`config.mk`:
```
export PLATFORM = sky130hd
export DESIGN_NAME = seg_display_ctrl
export DESIGN_NICKNAME = d
export VERILOG_FILES = /design/src/rtl/seg_pkg.sv /design/src/rtl/bin2bcd_seq.sv /design/src/rtl/seg_display_ctrl.sv
export SDC_FILE = /design/constraint.sdc
export NUM_CORES = 1
export LEC_CHECK = 0
export ABC_AREA = 1
export CORE_AREA = 5 5 77 107
export DETAILED_ROUTE_END_ITERATION = 12
export DIE_AREA = 0 0 82 112
export PLACE_DENSITY_LB_ADDON = 0.3
export SYNTH_ARGS = -nofsm -noshare
export SYNTH_HDL_FRONTEND = slang
export SYNTH_HIERARCHICAL = 1
export SYNTH_SLANG_ARGS = --single-unit
export TNS_END_PERCENT = 50
```
`constraint.sdc`:
```
create_clock -name Clk -period 4.4 [get_ports Clk]
set_clock_uncertainty 0.15 [all_clocks]
set_input_delay 0.44 -clock Clk [delete_from_list [all_inputs] [get_ports Clk]]
set_output_delay 0.44 -clock Clk [all_outputs]
set_load 0.05 [all_outputs]
```
`src/rtl/seg_pkg.sv`:
```
// Shared types for the 7-segment display controller: conversion FSM states,
// active-low segment codes and the symbol-to-segment decode.
package seg_pkg;

    typedef enum logic [1:0] {
        IDLE   = 2'd0,
        LOAD   = 2'd1,
        SHIFT  = 2'd2,
        COMMIT = 2'd3
    } conv_state_t;

    // Segment bit order is {g,f,e,d,c,b,a}, active-low.
    localparam logic [6:0] SEG_0     = 7'b1000000;
    localparam logic [6:0] SEG_1     = 7'b1111001;
    localparam logic [6:0] SEG_2     = 7'b0100100;
    localparam logic [6:0] SEG_3     = 7'b0110000;
    localparam logic [6:0] SEG_4     = 7'b0011001;
    localparam logic [6:0] SEG_5     = 7'b0010010;
    localparam logic [6:0] SEG_6     = 7'b0000010;
    localparam logic [6:0] SEG_7     = 7'b1111000;
    localparam logic [6:0] SEG_8     = 7'b0000000;
    localparam logic [6:0] SEG_9     = 7'b0010000;
    localparam logic [6:0] SEG_BLANK = 7'b1111111;
    localparam logic [6:0] SEG_MINUS = 7'b0111111;

    // Symbols 0..9 are decimal digits; two extra codes for blank and minus.
    localparam logic [3:0] SYM_BLANK = 4'd10;
    localparam logic [3:0] SYM_MINUS = 4'd11;

    function automatic logic [6:0] seg_decode(input logic [3:0] sym);
        case (sym)
            4'd0:      return SEG_0;
            4'd1:      return SEG_1;
            4'd2:      return SEG_2;
            4'd3:      return SEG_3;
            4'd4:      return SEG_4;
            4'd5:      return SEG_5;
            4'd6:      return SEG_6;
            4'd7:      return SEG_7;
            4'd8:      return SEG_8;
            4'd9:      return SEG_9;
            SYM_MINUS: return SEG_MINUS;
            default:   return SEG_BLANK;
        endcase
    endfunction

endpackage

```
`src/rtl/bin2bcd_seq.sv`:
```
// Sequential double-dabble: 9-bit magnitude to three BCD digits.
// Latency: start seen in IDLE -> LOAD, 8 SHIFT, COMMIT (done); start is ignored while busy.
module bin2bcd_seq
    import seg_pkg::*;
(
    input  logic       clk,
    input  logic       rst_n,
    input  logic       start,
    input  logic [8:0] magnitude,
    output logic [3:0] hundreds,
    output logic [3:0] tens,
    output logic [3:0] ones,
    output logic       done,
    output logic       busy,
    output logic       load
);

    conv_state_t state, state_nxt;
    logic [11:0] bcd;
    logic [11:0] bcd_adj;
    logic [7:0]  bin;
    logic [2:0]  cnt;

    always_ff @(posedge clk or negedge rst_n) begin
        if (!rst_n) state <= IDLE;
        else        state <= state_nxt;
    end

    always_comb begin
        state_nxt = state;
        busy      = 1'b1;
        done      = 1'b0;
        load      = 1'b0;
        case (state)
            IDLE: begin
                busy = 1'b0;
                if (start) state_nxt = LOAD;
            end
            LOAD: begin
                load      = 1'b1;
                state_nxt = SHIFT;
            end
            SHIFT: begin
                if (cnt == 3'd7) state_nxt = COMMIT;
            end
            COMMIT: begin
                done      = 1'b1;
                state_nxt = IDLE;
            end
            default: state_nxt = IDLE;
        endcase
    end

    always_comb begin
        bcd_adj = bcd;
        for (int i = 0; i < 3; i++) begin
            if (bcd[4*i +: 4] >= 4'd5) bcd_adj[4*i +: 4] = bcd[4*i +: 4] + 4'd3;
        end
    end

    // The MSB is pre-shifted into the ones nibble at load (no adjust can apply to
    // a zero BCD field), so 8 iterations cover all 9 magnitude bits.
    always_ff @(posedge clk or negedge rst_n) begin
        if (!rst_n) begin
            bcd <= '0;
            bin <= '0;
            cnt <= '0;
        end else begin
            case (state)
                LOAD: begin
                    bcd <= {11'd0, magnitude[8]};
                    bin <= magnitude[7:0];
                    cnt <= '0;
                end
                SHIFT: begin
                    {bcd, bin} <= {bcd_adj, bin} << 1;
                    cnt        <= cnt + 3'd1;
                end
                default: ;
            endcase
        end
    end

    assign hundreds = bcd[11:8];
    assign tens     = bcd[7:4];
    assign ones     = bcd[3:0];

endmodule

```
`src/rtl/seg_display_ctrl.sv`:
```
// Four-digit multiplexed signed/unsigned display of an 8-bit result.
// Latency: An/Seg registered one cycle after idx; new value shown 11 cycles after input change; no backpressure.
module seg_display_ctrl
    import seg_pkg::*;
(
    input  logic       Clk,
    input  logic       Reset_n,
    input  logic       Scan_clk,
    input  logic [7:0] Result,
    input  logic       Is_signed,
    output logic [3:0] An,
    output logic [6:0] Seg,
    output logic       Busy
);

    logic       scan_meta, scan_sync, scan_prev;
    logic       scan_tick;
    logic       en;
    logic [1:0] idx;

    logic       cap_signed;
    logic [7:0] cap_result;
    logic       start;
    logic [8:0] magnitude;

    logic       conv_load, conv_done;
    logic [3:0] bcd_h, bcd_t, bcd_o;
    logic [3:0] disp_h, disp_t, disp_o;
    logic       disp_neg;
    logic [3:0] sym;

    // Scan_clk is asynchronous data; only its synchronized rising edge is used.
    always_ff @(posedge Clk or negedge Reset_n) begin
        if (!Reset_n) begin
            scan_meta <= 1'b0;
            scan_sync <= 1'b0;
            scan_prev <= 1'b0;
        end else begin
            scan_meta <= Scan_clk;
            scan_sync <= scan_meta;
            scan_prev <= scan_sync;
        end
    end

    assign scan_tick = scan_sync & ~scan_prev;

    always_ff @(posedge Clk or negedge Reset_n) begin
        if (!Reset_n) begin
            en  <= 1'b0;
            idx <= 2'd0;
        end else if (scan_tick) begin
            en <= 1'b1;
            if (en) idx <= idx + 2'd1;
        end
    end

    assign start     = {Is_signed, Result} != {cap_signed, cap_result};
    assign magnitude = (Is_signed && Result[7]) ? 9'd256 - {1'b0, Result} : {1'b0, Result};

    bin2bcd_seq u_bin2bcd (
        .clk       (Clk),
        .rst_n     (Reset_n),
        .start     (start),
        .magnitude (magnitude),
        .hundreds  (bcd_h),
        .tens      (bcd_t),
        .ones      (bcd_o),
        .done      (conv_done),
        .busy      (Busy),
        .load      (conv_load)
    );

    // The captured pair and the magnitude are sampled on the same LOAD edge.
    always_ff @(posedge Clk or negedge Reset_n) begin
        if (!Reset_n) begin
            cap_signed <= 1'b0;
            cap_result <= 8'h00;
            disp_h     <= 4'd0;
            disp_t     <= 4'd0;
            disp_o     <= 4'd0;
            disp_neg   <= 1'b0;
        end else begin
            if (conv_load) begin
                cap_signed <= Is_signed;
                cap_result <= Result;
            end
            if (conv_done) begin
                disp_h   <= bcd_h;
                disp_t   <= bcd_t;
                disp_o   <= bcd_o;
                disp_neg <= cap_signed & cap_result[7];
            end
        end
    end

    always_comb begin
        sym = SYM_BLANK;
        case (idx)
            2'd0: sym = disp_o;
            2'd1: if (disp_h != 4'd0 || disp_t != 4'd0) sym = disp_t;
            2'd2: if (disp_h != 4'd0) sym = disp_h;
            2'd3: if (disp_neg) sym = SYM_MINUS;
            default: sym = SYM_BLANK;
        endcase
    end

    always_ff @(posedge Clk or negedge Reset_n) begin
        if (!Reset_n) begin
            An  <= 4'b1111;
            Seg <= SEG_BLANK;
        end else begin
            An  <= en ? ~(4'b0001 << idx) : 4'b1111;
            Seg <= seg_decode(sym);
        end
    end

endmodule

```
==> impl_results.md <==
* Die Span Y at about 110 um
* Flop pwr share at around 34%
* Switching power at 1.23 mW
* Postcts setup bufs at 0
* CTS H-tree lvls at 3
* Post-CTS Hold Fix Bufs at 0
* Port bufs at 23
* Setup TNS at 0 ps
* Clock sink count at 64
* Synthesized Nets at around 430
* Seq/Total Area, Yosys at 46.1%
* Internal power at between 1 and 1.5 mW
* Ports at 24
* Cell variety after synth at 39
* Combinational power share at about 50%
* Clock Latency Late Sink at between 300 and 400 ps
* Core area at slightly above 7000 um2
* Hold Path Class: input port to async pin
* CTS tree: done
* Inserted Clock Buffers at 9
* Area growth, synth to finish at 12.9%
* Die ar. at 9180 um2
* Global-route wire length before repair at approximately 12 mm
* Pleak at around 1.9 nW
* # diodes at 0
* Status: finished, final reports clean
* Cells after Synth at between 300 and 400
* Largest fanout on the critical path at 4
* Worst setup SP type: register
* Drt wl/cell at 12.6 um
* Post-CTS Resized at 0
* Cell Pwr Density at slightly below 700 nW/um2
* Non-filler cells in the finished layout at approximately 520
* First-pass DRT Iterations at 4
* Largest net degree at the start of global routing at 36
* Slew HR at about half
* R2r setup slk at 2220 ps
* Root Buffer: clkbuf_8
* Leading area contributor after synthesis: dfrtp_1
* Initial Utilization at about 48%
* Max_cap viols at 0
* Rows at 37
* RSZ-0062 raised after global routing: no
* Post-route ant nets at 0
* Fin. max-slew vios at 0
* Critical path class: register to output pin
* Vias in the first global route at about 2.6k
* Die Width at just over 80 um
* Switching Fraction at a little under half
* Starting DRT DRC Count at ~110
* Global-route usage over all layers at around 16%
* Synth warn at 6
* Tmin final at roughly 2500 ps
* Final hold vios at 0
* Top-area cell type share of the netlist area at a little under two fifths
* Detailed-route DRC error count at 0
* Crit. End Element: output pin
* WP data arrival at roughly 2000 ps
* Synthesized flop and latch total at 64
* GPL Wtd Cong at around 0.94
* Clock-pin slew reported for the worst setup and hold paths after clock tree synthesis at around 70 ps
* Worst-Margin Slew at 752 ps
* Setup-failing EPs final at 0
* Hpwl dp at 4.87 mm
* WP data required at between 3000 and 4000 ps
* Nets@finish at about 460
* Post-Syn Area at between 3000 and 4000 um2
* Max VDD drop at roughly 0.00064 V
* Clock network fraction of total power at between 15 and 20%
* Ranking of synthesized cells by area: dfrtp_1 38%, nand2_1 11%, ha_1 8.9%
* Share of layout cells above drive strength 1 at between 15 and 20%
* Mapped Avg Cell Area at approximately 9 um2
* Post-DR vias/cell at 5.03
* Placed insts at 507
* GRT overflow at 0
* Antenna violations before repair at 0
* Maximum clock frequency at about 390 MHz
* Fin crit share at 57.6%
* CTS Buffer Depth at 2
* Vias at between 2k and 3k
* Final wirelength at roughly 6.6 mm
==> path summary, 6_finish.rpt <==
| kind | to | startpoint | cells past startpoint |
|---|---|---|---|
| max reg2reg | Seg[5] | idx[0] | 11 |
| max | Busy | u_bin2bcd/state[0] | 4 |
| min | u_bin2bcd/bin[2] | Reset_n | 1 |
| max in group asynchronous | disp_h[3] | Reset_n | 2 |
| min in group Clk | scan_sync | scan_meta | 0 |
| min reg2reg | scan_sync | scan_meta | 0 |
==> power by group through the flow <==
stage	sequential, mW	combinational [mW]	clock [mW]
detailed placement	0.930	1.38	0
floorplan	1.09	0.941	0
global route	0.943	1.54	0.475
finish	0.921	1.37	0.436
global placement	0.925	1.36	0
CTS	0.922	1.38	0.452
==> through the flow <==
step / area (um2) / power (mW) / util (%) / setup slack, ps / hold WS [ps]
global route: 3950 / 2.96 / 54.7 / 1790 / 96.4
CTS: 3950 / 2.76 / 54.7 / 1840 / 37.3
global placement: 3790 / 2.28 / 52.4 / 2220 / 182
finish: 3950 / 2.73 / 54.7 / 1860 / 22.7
detailed placement: 3790 / 2.31 / 52.4 / 2200 / 196
floorplan: 3500 / 2.03 / - / 2400 / -5.59
==> cell usage after synthesis <==
cell type / number
nand2_1: 100
dfrtp_1: 53
inv_1: 45
ha_1: 25
nand3_1: 25
o21ai_0: 22
nor2_1: 16
a21oi_1: 13
dfstp_2: 11
nand2_2: 11
mux2_2: 7
xor2_1: 6
nand3_2: 5
nand4_1: 5
o21ai_1: 5
nand2_4: 4
o22ai_1: 4
xnor2_1: 4
buf_2: 3
inv_2: 3
nor2_2: 3
a22o_1: 2
buf_4: 2
clkbuf_1: 2
inv_6: 2
nor3_1: 2
o2111ai_1: 2
o221ai_1: 2
a21o_1: 1
buf_12: 1
buf_6: 1
conb_1: 1
inv_4: 1
nor3_2: 1
o211ai_1: 1
o21a_1: 1
o21ai_4: 1
o22ai_2: 1
or2_1: 1
==> flip-flops by register name (all words and copies together), names as in the netlist, 2 cells and up <==
name,cells
An,4
disp_o,4
u_bin2bcd/state,2
u_bin2bcd/cnt,3
u_bin2bcd/bcd,12
disp_t,4
idx,2
u_bin2bcd/bin,8
disp_h,4
cap_result,8
Seg,7
==> cell type report <==
type                    instances  area, um2
fillers                       695       3270
flip-flops and latches         64       1620
multi-input cells             271       1610
repair buffers                 24        233
inverters                      51        204
clock buffers                  12        145
well taps                      97        121
clock inverters                 4       20.0
==> per-layer routing <==
layer	wire length [um]	vias to the layer above	global-route usage [%]
met5	0	-	0
met4	191	0	8.76
met3	214	17	3.24
met1	2690	1253	18.0
li1	-	1316	-
met2	3510	44	27.5
==> worst max-delay path, cell delays in order (launching register included) <==
cell             delay (ps)
dfrtp_1                 410
inv_1                   100
ha_1                    200
inv_1                    80
clkdlybuf4s50_1         810
==> cell families after synthesis <==
logic type	Yosys count	synth area share, %
buf+inv	60	7.79
flops	64	46.1
other cells	1	0.107
compound gates	55	9.40
mux	7	2.25
simple gates	173	22.9
xor+xnor	10	2.50
fa+ha+maj	25	8.93
==> placed cells by master, fill, tap and decap left out, types with 10 or more instances in the layout <==
cell type,instances
clkbuf_8,10
nor2_1,16
dfstp_2,11
inv_1,45
clkdlybuf4s50_1,22
o21ai_0,22
ha_1,25
nand3_1,25
dfrtp_1,53
nand2_1,100
nand2_2,11
a21oi_1,13
Power figures use the tool's default switching activity.
==> variant, RTL diff (same flow settings) <==
Remove the register `Seg`: a continuous assignment takes its place, so the output `Seg` follows one clock earlier. Comments in the files are not updated.
--- a/src/rtl/seg_display_ctrl.sv
+++ b/src/rtl/seg_display_ctrl.sv
@@ -109,6 +109,4 @@
             An  <= 4'b1111;
-            Seg <= SEG_BLANK;
         end else begin
             An  <= en ? ~(4'b0001 << idx) : 4'b1111;
-            Seg <= seg_decode(sym);
         end
@@ -116,2 +114,4 @@
 
+    assign Seg = seg_decode(sym);
+
 endmodule
Behaviour: not the same (a bounded check fails within 4 cycles, from zero or initial values and one cycle with Reset_n low).
==> variant against the unedited design <==
  * Total power grew 18%
  * Cell area shrank 1.8%
  * Routed wire length shrank 3.0%
  * Synthesized cell count shrank 1.8%
  * Synthesized area shrank 5.3%
  * Sequential cell count shrank 7
  * Via count shrank 1.3%
  * Largest cell class is now multi-input gates
  * Worst setup slack lost 1.1 ns
==> variant: results (changes against the unedited design) <==
first-pass GRT wire length=11,400 µm (-1.3%); Worst Tran Pin Value=0.750 ns (-0.00181 ns); Critical Path Fanout Max=6 (+2); Resize count post-CTS=0 (unchanged); clock-cell share of area=0.0713 (+0.0295); vias in the first global route=2,572 (-2.9%); Leakage=0.00189 µW (-1.2%); sequential share of the synthesized area=0.432 (-0.0299); synth unique cells=39 (unchanged); main flop type after synthesis=dfrtp_1; gpl congestion=0.916 (-2.1%); VDD IR max=0.000516 V (-19%); pwr/cell area=826 nW/µm² (+20%); Fillers=687 (-1.2%); Port Buf Inserts=23 (unchanged); FFs & Latches=57 (-11%); max incr delay on CP=0.79 ns (-0.02 ns); initial antenna violation count=0 (unchanged); syn avg cell area=8.55 µm² (-3.5%); final wirelength=6410 µm (-3.0%); Synthesized Nets=425 (-1.6%); DR WL/cell=12.4 µm (-1.7%); vias=2,597 (-1.3%); fraction of layout cells with a size suffix above 1=0.146 (-0.00934); root cell of the clock tree=clkbuf_8; Clock Pin Slew Worst Setup and Hold Paths=0.07 ns (about the same); Skew-Pair Late Insertion Delay=approximately 0.33 ns; Cells after DPL=500 (-1.4%); Final HPWL DP=4780 µm (-1.8%); DRT Pass-1 Iters=4 (unchanged); Final non-clock buffer share=0.0600 (+0.00110); Critical-path top delay cell=clkdlybuf4s50_1; Final #Nets=451 (-1.5%); HP Class=primary input to async pin; Largest regs=u_bin2bcd/bcd: 12 flops, cap_result: 8 flops, u_bin2bcd/bin: 8 flops; depth of the CTS H-tree=3 (unchanged); status=finished, final reports clean; Largest delay share family, worst path=buffers and inverters; CLK BUF=11 (-1); nonclk buf count=24 (unchanged); Synth area leaders=dfrtp_1 (40%), nand2_1 (11%), ha_1 (9.4%); Place WS=1.10 ns (-1.11 ns); First DRT Iteration DRCs=111 (+1.8%); CTS Buf Count=9 (unchanged); largest net degree at the start of global routing=58 (+61%); Worst Path Arrival=3.04 ns (+1.09 ns); R2R depth=4 (-7); placed inst area=3600 µm² (-4.9%); postcts setup bufs=0 (unchanged); multi-input logic portion of the cell area=0.416 (+0.00764); GR Util All Layers=0.159 (-0.000795); Seq/total area=0.369 (-0.0398)
[variant: logic make-up (layout without fill, tap and decap cells)]
| kind of cell | count (synthesis) | in the layout | synth area share |
|---|---|---|---|
| and+or+nand+nor | 173 | 173 | 0.241 |
| buffers and inverters | 60 | 91 | 0.0822 |
| AOI/OAI and AO/OA | 55 | 55 | 0.0992 |
| xor gates and xnor gates | 10 | 10 | 0.0264 |
| adders and majority gates | 25 | 25 | 0.0943 |
| DFF | 57 | 57 | 0.432 |
| muxes | 7 | 7 | 0.0238 |
| other | 1 | 1 | 0.00113 |
[variant: path summary, 6_finish.rpt]
kind / startpoint / end / slack [ns]
worst min register to register: scan_meta$_DFF_PN0_ / scan_sync$_DFF_PN0_ / 0.20
worst max register to register: u_bin2bcd/state[1]$_DFFE_PN0P_ / u_bin2bcd/cnt[2]$_DFFE_PN0P_ / 2.40
worst min-delay path: Reset_n / scan_meta$_DFF_PN0_ / 0.10
min in group Clk: scan_meta$_DFF_PN0_ / scan_sync$_DFF_PN0_ / 0.20
worst max-delay path: idx[0]$_DFFE_PN0P_ / Seg[3] / 0.77
max in group asynchronous: Reset_n / disp_o[2]$_DFFE_PN0P_ / 3.52
[variant: power breakdown]
group	switching [µW]	leakage (µW)	total [µW]	internal, µW
logic	1180	0.00103	1750	572
registers	91.5	0.000723	782	691
clock network	206	0.000140	669	464
total	1480	0.00189	3200	1730
[variant: stage by stage]
step           hold slack [ns]   util
2_1_floorplan         -0.00559      -
3_3_place_gp             0.182  0.499
3_5_place_dp             0.194  0.499
4_1_cts                  0.117  0.537
5_1_grt                  0.151  0.537
6_report                 0.100  0.537
[variant: metal layers]
layer	up-vias	GRT usage	wire, µm
met3	24	0.0348	189
met2	52	0.268	3360
met5	-	0	0
met1	1219	0.175	2560
li1	1302	-	-
met4	0	0.103	297
